`src/rtl/alu_multicycle_if.sv`:
```
// Handshake and operand/result bundle for alu_multicycle.
// The master drives the request side; the slave (the ALU) drives the results.
interface alu_multicycle_if #(
  parameter int DATA_WIDTH = 32,
  parameter int OPRN_WIDTH = 6
);
  logic                  START;
  logic [OPRN_WIDTH-1:0] OPRN;
  logic [DATA_WIDTH-1:0] OP1;
  logic [DATA_WIDTH-1:0] OP2;
  logic [DATA_WIDTH-1:0] OUT;
  logic [DATA_WIDTH-1:0] OUT_HI;
  logic                  ZERO;
  logic                  BUSY;
  logic                  DONE;

  modport master (
    output START, OPRN, OP1, OP2,
    input  OUT, OUT_HI, ZERO, BUSY, DONE
  );

  modport slave (
    input  START, OPRN, OP1, OP2,
    output OUT, OUT_HI, ZERO, BUSY, DONE
  );
endinterface

```
`src/rtl/alu_multicycle.sv`:
```
// Registered ALU with START/BUSY/DONE handshake and iterative signed multiply.
// Define ALU_DIV_EN to add iterative signed divide on opcode 0xA.
module alu_multicycle #(
  parameter int DATA_WIDTH  = 32,
  parameter int OPRN_WIDTH  = 6,
  parameter int SHAMT_WIDTH = 5
) (
  input logic             CLK,
  input logic             RST,
  alu_multicycle_if.slave bus
);
  localparam logic [OPRN_WIDTH-1:0] OP_ADD = OPRN_WIDTH'(1);
  localparam logic [OPRN_WIDTH-1:0] OP_SUB = OPRN_WIDTH'(2);
  localparam logic [OPRN_WIDTH-1:0] OP_MUL = OPRN_WIDTH'(3);
  localparam logic [OPRN_WIDTH-1:0] OP_SRL = OPRN_WIDTH'(4);
  localparam logic [OPRN_WIDTH-1:0] OP_SLL = OPRN_WIDTH'(5);
  localparam logic [OPRN_WIDTH-1:0] OP_AND = OPRN_WIDTH'(6);
  localparam logic [OPRN_WIDTH-1:0] OP_OR  = OPRN_WIDTH'(7);
  localparam logic [OPRN_WIDTH-1:0] OP_NOR = OPRN_WIDTH'(8);
  localparam logic [OPRN_WIDTH-1:0] OP_SLT = OPRN_WIDTH'(9);
`ifdef ALU_DIV_EN
  localparam logic [OPRN_WIDTH-1:0] OP_DIV = OPRN_WIDTH'(10);
`endif
  // The first iteration happens on the START edge, so RUN covers the remaining DATA_WIDTH-1.
  localparam logic [SHAMT_WIDTH-1:0] LAST_STEP = SHAMT_WIDTH'(DATA_WIDTH - 2);

  typedef enum logic {IDLE = 1'b0, RUN = 1'b1} state_t;

  // {high accumulator, multiplier}: add multiplicand on LSB, then shift right.
  function automatic logic [2*DATA_WIDTH-1:0] mul_step(
    input logic [2*DATA_WIDTH-1:0] p,
    input logic [DATA_WIDTH-1:0]   m
  );
    logic [DATA_WIDTH:0] sum;
    sum = {1'b0, p[2*DATA_WIDTH-1:DATA_WIDTH]} + (p[0] ? {1'b0, m} : {(DATA_WIDTH+1){1'b0}});
    return {sum, p[DATA_WIDTH-1:1]};
  endfunction

`ifdef ALU_DIV_EN
  // {remainder, dividend/quotient}: shift one dividend bit in, subtract divisor if it fits.
  function automatic logic [2*DATA_WIDTH-1:0] div_step(
    input logic [2*DATA_WIDTH-1:0] p,
    input logic [DATA_WIDTH-1:0]   d
  );
    logic [DATA_WIDTH:0] r_sh;
    r_sh = {p[2*DATA_WIDTH-1:DATA_WIDTH], p[DATA_WIDTH-1]};
    if (r_sh < {1'b0, d}) begin
      return {r_sh[DATA_WIDTH-1:0], p[DATA_WIDTH-2:0], 1'b0};
    end else begin
      return {r_sh[DATA_WIDTH-1:0] - d, p[DATA_WIDTH-2:0], 1'b1};
    end
  endfunction
`endif

  state_t                   state_r;
  logic [SHAMT_WIDTH-1:0]   counter_r;
  logic [2*DATA_WIDTH-1:0]  p_r;
  logic [DATA_WIDTH-1:0]    m_r;
  logic                     neg_r;
  logic [DATA_WIDTH-1:0]    out_r;
  logic [DATA_WIDTH-1:0]    out_hi_r;
  logic                     zero_r;
  logic                     busy_r;
  logic                     done_r;
`ifdef ALU_DIV_EN
  logic                     is_div_r;
  logic                     rem_neg_r;
  logic                     div_zero_r;
  logic                     div_req_s;
  logic [DATA_WIDTH-1:0]    quo_s;
  logic [DATA_WIDTH-1:0]    rem_s;
`endif

  logic [DATA_WIDTH-1:0]    alu_res_s;
  logic                     shamt_ovf_s;
  logic                     op1_neg_s;
  logic                     op2_neg_s;
  logic [DATA_WIDTH-1:0]    op1_mag_s;
  logic [DATA_WIDTH-1:0]    op2_mag_s;
  logic                     iter_req_s;
  logic [2*DATA_WIDTH-1:0]  init_p_s;
  logic [DATA_WIDTH-1:0]    init_m_s;
  logic [2*DATA_WIDTH-1:0]  next_p_s;
  logic [2*DATA_WIDTH-1:0]  mul_prod_s;
  logic [DATA_WIDTH-1:0]    fin_lo_s;
  logic [DATA_WIDTH-1:0]    fin_hi_s;

  // Single-cycle result from the live operands.
  always_comb begin
    shamt_ovf_s = |bus.OP2[DATA_WIDTH-1:SHAMT_WIDTH];
    alu_res_s   = '0;
    case (bus.OPRN)
      OP_ADD:  alu_res_s = bus.OP1 + bus.OP2;
      OP_SUB:  alu_res_s = bus.OP1 - bus.OP2;
      OP_SRL:  alu_res_s = shamt_ovf_s ? '0 : (bus.OP1 >> bus.OP2[SHAMT_WIDTH-1:0]);
      OP_SLL:  alu_res_s = shamt_ovf_s ? '0 : (bus.OP1 << bus.OP2[SHAMT_WIDTH-1:0]);
      OP_AND:  alu_res_s = bus.OP1 & bus.OP2;
      OP_OR:   alu_res_s = bus.OP1 | bus.OP2;
      OP_NOR:  alu_res_s = ~(bus.OP1 | bus.OP2);
      OP_SLT:  alu_res_s = {{(DATA_WIDTH-1){1'b0}}, ($signed(bus.OP1) < $signed(bus.OP2))};
      default: alu_res_s = '0;
    endcase
  end

  // Iterative-op setup: magnitudes, first step and sign bookkeeping.
  always_comb begin
    op1_neg_s  = bus.OP1[DATA_WIDTH-1];
    op2_neg_s  = bus.OP2[DATA_WIDTH-1];
    op1_mag_s  = op1_neg_s ? -bus.OP1 : bus.OP1;
    op2_mag_s  = op2_neg_s ? -bus.OP2 : bus.OP2;
    iter_req_s = (bus.OPRN == OP_MUL);
    init_m_s   = op1_mag_s;
    init_p_s   = mul_step({{DATA_WIDTH{1'b0}}, op2_mag_s}, op1_mag_s);
`ifdef ALU_DIV_EN
    div_req_s  = (bus.OPRN == OP_DIV);
    if (div_req_s) begin
      iter_req_s = 1'b1;
      init_m_s   = op2_mag_s;
      init_p_s   = div_step({{DATA_WIDTH{1'b0}}, op1_mag_s}, op2_mag_s);
    end else begin
      iter_req_s = (bus.OPRN == OP_MUL);
    end
`endif
  end

  // RUN-state step and final sign-corrected results.
  always_comb begin
    next_p_s   = mul_step(p_r, m_r);
    mul_prod_s = neg_r ? -next_p_s : next_p_s;
    fin_lo_s   = mul_prod_s[DATA_WIDTH-1:0];
    fin_hi_s   = mul_prod_s[2*DATA_WIDTH-1:DATA_WIDTH];
`ifdef ALU_DIV_EN
    quo_s = '0;
    rem_s = '0;
    if (is_div_r) begin
      next_p_s = div_step(p_r, m_r);
      quo_s    = next_p_s[DATA_WIDTH-1:0];
      rem_s    = next_p_s[2*DATA_WIDTH-1:DATA_WIDTH];
      // Divide by zero leaves |OP1| in the remainder, so the dividend sign restores OP1.
      fin_lo_s = div_zero_r ? '1 : (neg_r ? -quo_s : quo_s);
      fin_hi_s = rem_neg_r ? -rem_s : rem_s;
    end else begin
      quo_s = '0;
      rem_s = '0;
    end
`endif
  end

  // Control FSM with registered outputs.
  always_ff @(posedge CLK or negedge RST) begin
    if (!RST) begin
      state_r    <= IDLE;
      counter_r  <= '0;
      p_r        <= '0;
      m_r        <= '0;
      neg_r      <= 1'b0;
      out_r      <= '0;
      out_hi_r   <= '0;
      zero_r     <= 1'b1;
      busy_r     <= 1'b0;
      done_r     <= 1'b0;
`ifdef ALU_DIV_EN
      is_div_r   <= 1'b0;
      rem_neg_r  <= 1'b0;
      div_zero_r <= 1'b0;
`endif
    end else begin
      done_r <= 1'b0;
      case (state_r)
        IDLE: begin
          if (bus.START) begin
            if (iter_req_s) begin
              state_r   <= RUN;
              busy_r    <= 1'b1;
              counter_r <= '0;
              p_r       <= init_p_s;
              m_r       <= init_m_s;
              neg_r     <= op1_neg_s ^ op2_neg_s;
`ifdef ALU_DIV_EN
              is_div_r   <= div_req_s;
              rem_neg_r  <= op1_neg_s;
              div_zero_r <= (bus.OP2 == '0);
`endif
            end else begin
              out_r    <= alu_res_s;
              out_hi_r <= '0;
              zero_r   <= (alu_res_s == '0);
              done_r   <= 1'b1;
            end
          end
        end
        RUN: begin
          counter_r <= counter_r + SHAMT_WIDTH'(1);
          p_r       <= next_p_s;
          if (counter_r == LAST_STEP) begin
            out_r    <= fin_lo_s;
            out_hi_r <= fin_hi_s;
            zero_r   <= (fin_lo_s == '0);
            done_r   <= 1'b1;
            busy_r   <= 1'b0;
            state_r  <= IDLE;
          end
        end
        default: begin
          state_r <= IDLE;
          busy_r  <= 1'b0;
        end
      endcase
    end
  end

  assign bus.OUT    = out_r;
  assign bus.OUT_HI = out_hi_r;
  assign bus.ZERO   = zero_r;
  assign bus.BUSY   = busy_r;
  assign bus.DONE   = done_r;
endmodule

```
`src/flat_wrapper.sv`:
```
// flat-port wrapper written by rule: the top's interface ports become plain ports
module alu_multicycle_flat 
#(
  parameter int DATA_WIDTH  = 32,
  parameter int OPRN_WIDTH  = 6,
  parameter int SHAMT_WIDTH = 5
)
  (CLK, RST, bus_START, bus_OPRN, bus_OP1, bus_OP2, bus_OUT, bus_OUT_HI, bus_ZERO, bus_BUSY, bus_DONE);
  alu_multicycle_if #(.DATA_WIDTH(DATA_WIDTH), .OPRN_WIDTH(OPRN_WIDTH)) bus_i ();
  input logic CLK;
  input logic RST;
  input wire logic [$bits(bus_i.START)-1:0] bus_START;
  input wire logic [$bits(bus_i.OPRN)-1:0] bus_OPRN;
  input wire logic [$bits(bus_i.OP1)-1:0] bus_OP1;
  input wire logic [$bits(bus_i.OP2)-1:0] bus_OP2;
  output wire logic [$bits(bus_i.OUT)-1:0] bus_OUT;
  output wire logic [$bits(bus_i.OUT_HI)-1:0] bus_OUT_HI;
  output wire logic [$bits(bus_i.ZERO)-1:0] bus_ZERO;
  output wire logic [$bits(bus_i.BUSY)-1:0] bus_BUSY;
  output wire logic [$bits(bus_i.DONE)-1:0] bus_DONE;
  assign bus_i.START = bus_START;
  assign bus_i.OPRN = bus_OPRN;
  assign bus_i.OP1 = bus_OP1;
  assign bus_i.OP2 = bus_OP2;
  assign bus_OUT = bus_i.OUT;
  assign bus_OUT_HI = bus_i.OUT_HI;
  assign bus_ZERO = bus_i.ZERO;
  assign bus_BUSY = bus_i.BUSY;
  assign bus_DONE = bus_i.DONE;
  alu_multicycle #(.DATA_WIDTH(DATA_WIDTH), .OPRN_WIDTH(OPRN_WIDTH), .SHAMT_WIDTH(SHAMT_WIDTH)) u_core (.CLK(CLK), .RST(RST), .bus(bus_i));
endmodule
```
`config.mk`:
```
export PLATFORM = sky130hd
export DESIGN_NAME = alu_multicycle_flat
export DESIGN_NICKNAME = d
export VERILOG_FILES = /design/src/rtl/alu_multicycle_if.sv /design/src/rtl/alu_multicycle.sv /design/src/flat_wrapper.sv
export SDC_FILE = /design/constraint.sdc
export NUM_CORES = 1
export LEC_CHECK = 0
export ABC_AREA = 1
export CORE_AREA = 3 3 239 241
export CTS_CLUSTER_DIAMETER = 120
export CTS_CLUSTER_SIZE = 16
export DETAILED_ROUTE_END_ITERATION = 10
export DIE_AREA = 0 0 242 244
export PLACE_DENSITY = 0.64
export SETUP_SLACK_MARGIN = 0.15
export SLEW_MARGIN = 15
export SYNTH_ARGS = -nofsm -noshare
export SYNTH_HDL_FRONTEND = slang
export SYNTH_SLANG_ARGS = --single-unit
```
`constraint.sdc`:
```
create_clock -name CLK -period 4.4 [get_ports CLK]
set_clock_uncertainty 0.05 [all_clocks]
set_input_delay 1.32 -clock CLK [delete_from_list [all_inputs] [get_ports CLK]]
set_output_delay 1.32 -clock CLK [all_outputs]
set_load 0.02 [all_outputs]
```
==> results.toml <==
[setup_path]
crit_path_start = "bus_OP2[31]"
cp-end-kind = "flip-flop"
endpoint = "u_core.bus.ZERO"
cp.required_ns = 4.73
slowest_stage = "clkdlybuf4s50_1"
worst_r2r_path_depth = 16
cp.depth = 15
cp-start-kind = "input pin"
crit_chain = "clkdlybuf4s50_1, inv_1, ha_2, inv_1, a21oi_1, nand3_1, a21oi_1, nand3_1, nand3_1, nand2_1, nor2_1, nand3_1, nor2_2, nand2_1, a21oi_1"
critPathBufInv = 3
crit_fanout = 6
critical-path-top-cell-by-count = "nand3_1"
regToRegStartpoint = "u_core.p_r[0]"
cp.arrival_ns = 4.52
cp_top_family = "simple AND/OR/NAND/NOR gates"
timing.rr.end = "u_core.bus.OUT_HI[15]"
critPathMaxStageDelay_ns = 0.63
critPathKind = "in -> reg"
rrSetupSlack_ns = 0.60

[synthesis]
synthArstFlopShare_pct = 100
ys_types = 58
ys_ff_latch = 170
avgSynthCellArea_sq_um = 5.79
synth_edf_count = 0
syn_area_sq_um = 22000
synth_nets = 4037
yosys_most_used_dff = "dfrtp_1"
syn_inst = 3810
synth-seq-area-share_pct = 19.3
ys_warn_count = 0

[global_route]
grt_use_met1_pct = 50.5
grt_max_degree = 86
grt-ovfl-total = 0
grt_usage_pct = 35.7
antenna_found_initial = 1
grt_pass1_wl_um = 160000
grt-busiest-layer = "met2"
use_met3_pct = 6.12
grt_pass1_vias = 25700
met2_usage_pct = 53.4

[final_layout]
drive_gt1_share_pct = 13.2
final_util_pct = 50.8
n_fill_cell = 5897
layout.nets = 4481
area_delta_synth_final_pct = 26.9
register_area_sq_um = 4260
multi_input_area_sq_um = 15700
fin_cells = 5015

[place]
routabilityCongestion = 1.09
io_buffers = 139
dp.cells = 4980
hpwl_um = 90400
post-place-ws_ns = -0.486

[clock_network]
cts_made_buffers = 17
ctsHtreeMaxLevel = 4
cts-root-buf = "clkbuf_16"
clock_latency_ns = 0.46
clkSinkCount = 170
cts_tree = "done"
clockBufferDepth = 2
clk_pin_slew_ns = 0.07

[run_status]
run_status = "finished clean"

[power_and_ir_drop]
fin_total_pwr_mw = 7.79
p_leak_nw = 14.8
ir_worst_vdd_uv = 377
power-per-cell-area_nw_per_um2 = 278

[detailed_routing]
first_iter_violations = 3441
first_pass_iters = 8
finalWirelength_um = 109000
antenna_left = 0
drcViolationCount = 0
vias = 27800
routed_via_density = 5.54
wire_per_inst_um = 21.7

[timing]
hold_viol = 0
max_slew_margin_pct = 43.8
holdWs_ns = 0.424
maxSlewViolCount = 0
worstMarginPinSlew_ns = 0.842
rsz0062_at_grt = "no"
period_minus_slack_ns = 4.19
setup_violations = 0
fmax_mhz = 239
layout_setup_ws_ns = 0.213
finalCritPeriodShare_pct = 95.2

[die]
die_h_um = 244
start_util_pct = 40.0
placementRows = 86
io_pins = 140
die-area_sq_um = 59000
die_w_um = 242
core_area_sq_um = 55100

[run]
drv_cap = 0

[hold_path]
min_path_type = "reg -> reg"
-- logic make-up (layout without fill, tap and decap cells) --
kind of cell	count (synthesis)	in the layout	share of synthesized area [%]
AO/OA/AOI/OAI	509	509	13.7
AND/OR/NAND/NOR	2282	2282	43.4
flip-flops	170	170	19.3
adder cells (fa/ha/maj)	154	154	8.84
other	0	1	0
XOR/XNOR	101	101	4.15
buffers and inverters	594	1050	10.6
-- cells in the mapped netlist (4+ instances only) --
cell	n	area (sq um)
nand2_1	1245	4670
o22ai_1	23	144
o221ai_1	47	412
o21ai_0	150	751
a221oi_1	8	70.1
o31ai_1	5	37.5
o21ai_1	7	35.0
buf_2	35	175
nand3b_1	16	120
xor2_1	90	788
a21o_1	4	30.0
nand3_1	455	2280
a22o_1	6	52.6
nor3_2	4	40.0
nor2_1	412	1550
nor2_2	6	37.5
o211ai_1	24	180
buf_1	20	75.1
nand2_2	15	93.8
xnor2_1	7	61.3
a21oi_1	178	891
dfrtp_1	169	4230
a22oi_1	20	150
nand4_1	58	363
inv_1	442	1660
ha_1	151	1890
a31oi_1	10	62.6
and2_1	5	31.3
nor3_1	46	230
clkbuf_1	83	312
nor4_1	9	56.3
o21a_1	5	37.5
o21bai_1	11	82.6
-- stage by stage --
stage               area [sq um]  setup TNS (ns)
finish                     28000               0
global route               28000               0
CTS                        27800               0
detailed placement         27200           -1.70
global placement           27200           -1.47
floorplan                  22000               0
-- flip-flops by register name, indices dropped and copies added, names as in the netlist --
signal             cells
u_core.p_r            64
u_core.counter_r       5
u_core.bus.ZERO        1
u_core.state_r         1
u_core.bus.DONE        1
u_core.neg_r           1
u_core.bus.BUSY        1
u_core.m_r            32
u_core.bus.OUT_HI     32
u_core.bus.OUT        32
-- worst min path at each step --
| stage | endpoint | start | depth (start not counted) |
|---|---|---|---|
| floorplan | u_core.m_r[1] | u_core.m_r[1] | 2 |
| global placement | u_core.m_r[2] | u_core.m_r[2] | 2 |
| detailed placement | u_core.m_r[2] | u_core.m_r[2] | 2 |
| CTS | u_core.m_r[2] | u_core.m_r[2] | 2 |
| global route | u_core.m_r[2] | u_core.m_r[2] | 2 |
| finish | u_core.m_r[2] | u_core.m_r[2] | 2 |
-- area by class of cell --
class / count / share of cell area, %
diodes: 1 / 0.00894
flip-flops and latches: 170 / 15.2
clock buffers: 17 / 1.52
inverters: 447 / 6.00
multi-input cells: 3046 / 56.0
well taps: 748 / 3.35
repair buffers: 572 / 17.3
clock inverters: 14 / 0.662
-- worst reg2reg max path: stages, from the launching register on --
cell and delay (ns):
dfrtp_1 0.58, nand2_1 0.12, inv_1 0.09, ha_1 0.17, inv_1 0.05, fa_1 0.58, inv_1 0.08, nor2_1 0.17
inv_1 0.12, nor4_1 0.26, nand2_1 0.22, nand3b_1 0.24, nor2_1 0.33, nand2_1 0.09, nand2_1 0.15, xor2_1 0.27
a22o_1 0.16
-- power breakdown --
part           switching (mW)  internal, mW  leakage [nW]
sequential              0.253          1.86          2.22
combinational            2.63          1.43          12.3
clock                   0.705         0.904         0.289
-- per-layer routing --
layer  part of all wire (%)  vias up  wire length (um)
met4                    4.9        2              5300
met2                     41     1400             45100
li1                       -    13300                 -
met5                  0.012        -                13
met1                     44    12900             47700
met3                    9.7      206             10600
-- cells in the final DEF, fill, tap and decap left out, drive strengths merged, types with 16 or more instances in the layout --
cell / instances
o22ai: 23
buf: 436
dfrtp: 169
clkbuf: 17
nor3: 50
a21oi: 179
ha: 151
clkdlybuf4s50: 134
o211ai: 24
xor2: 91
nand3b: 16
o221ai: 47
a22oi: 20
nand3: 458
inv: 450
o21ai: 158
nand2: 1260
nor2: 419
nand4: 58
-- what timing repair did --
item / in CTS / in global routing
pin swaps: 0 / 2
resized for setup: 6 / 50
endpoints found under the setup margin: 1 / 2
hold endpoints to repair: 0 / 0
setup buffers: 0 / 3
hold buffers: 0 / 0
Power figures use the tool's default switching activity.
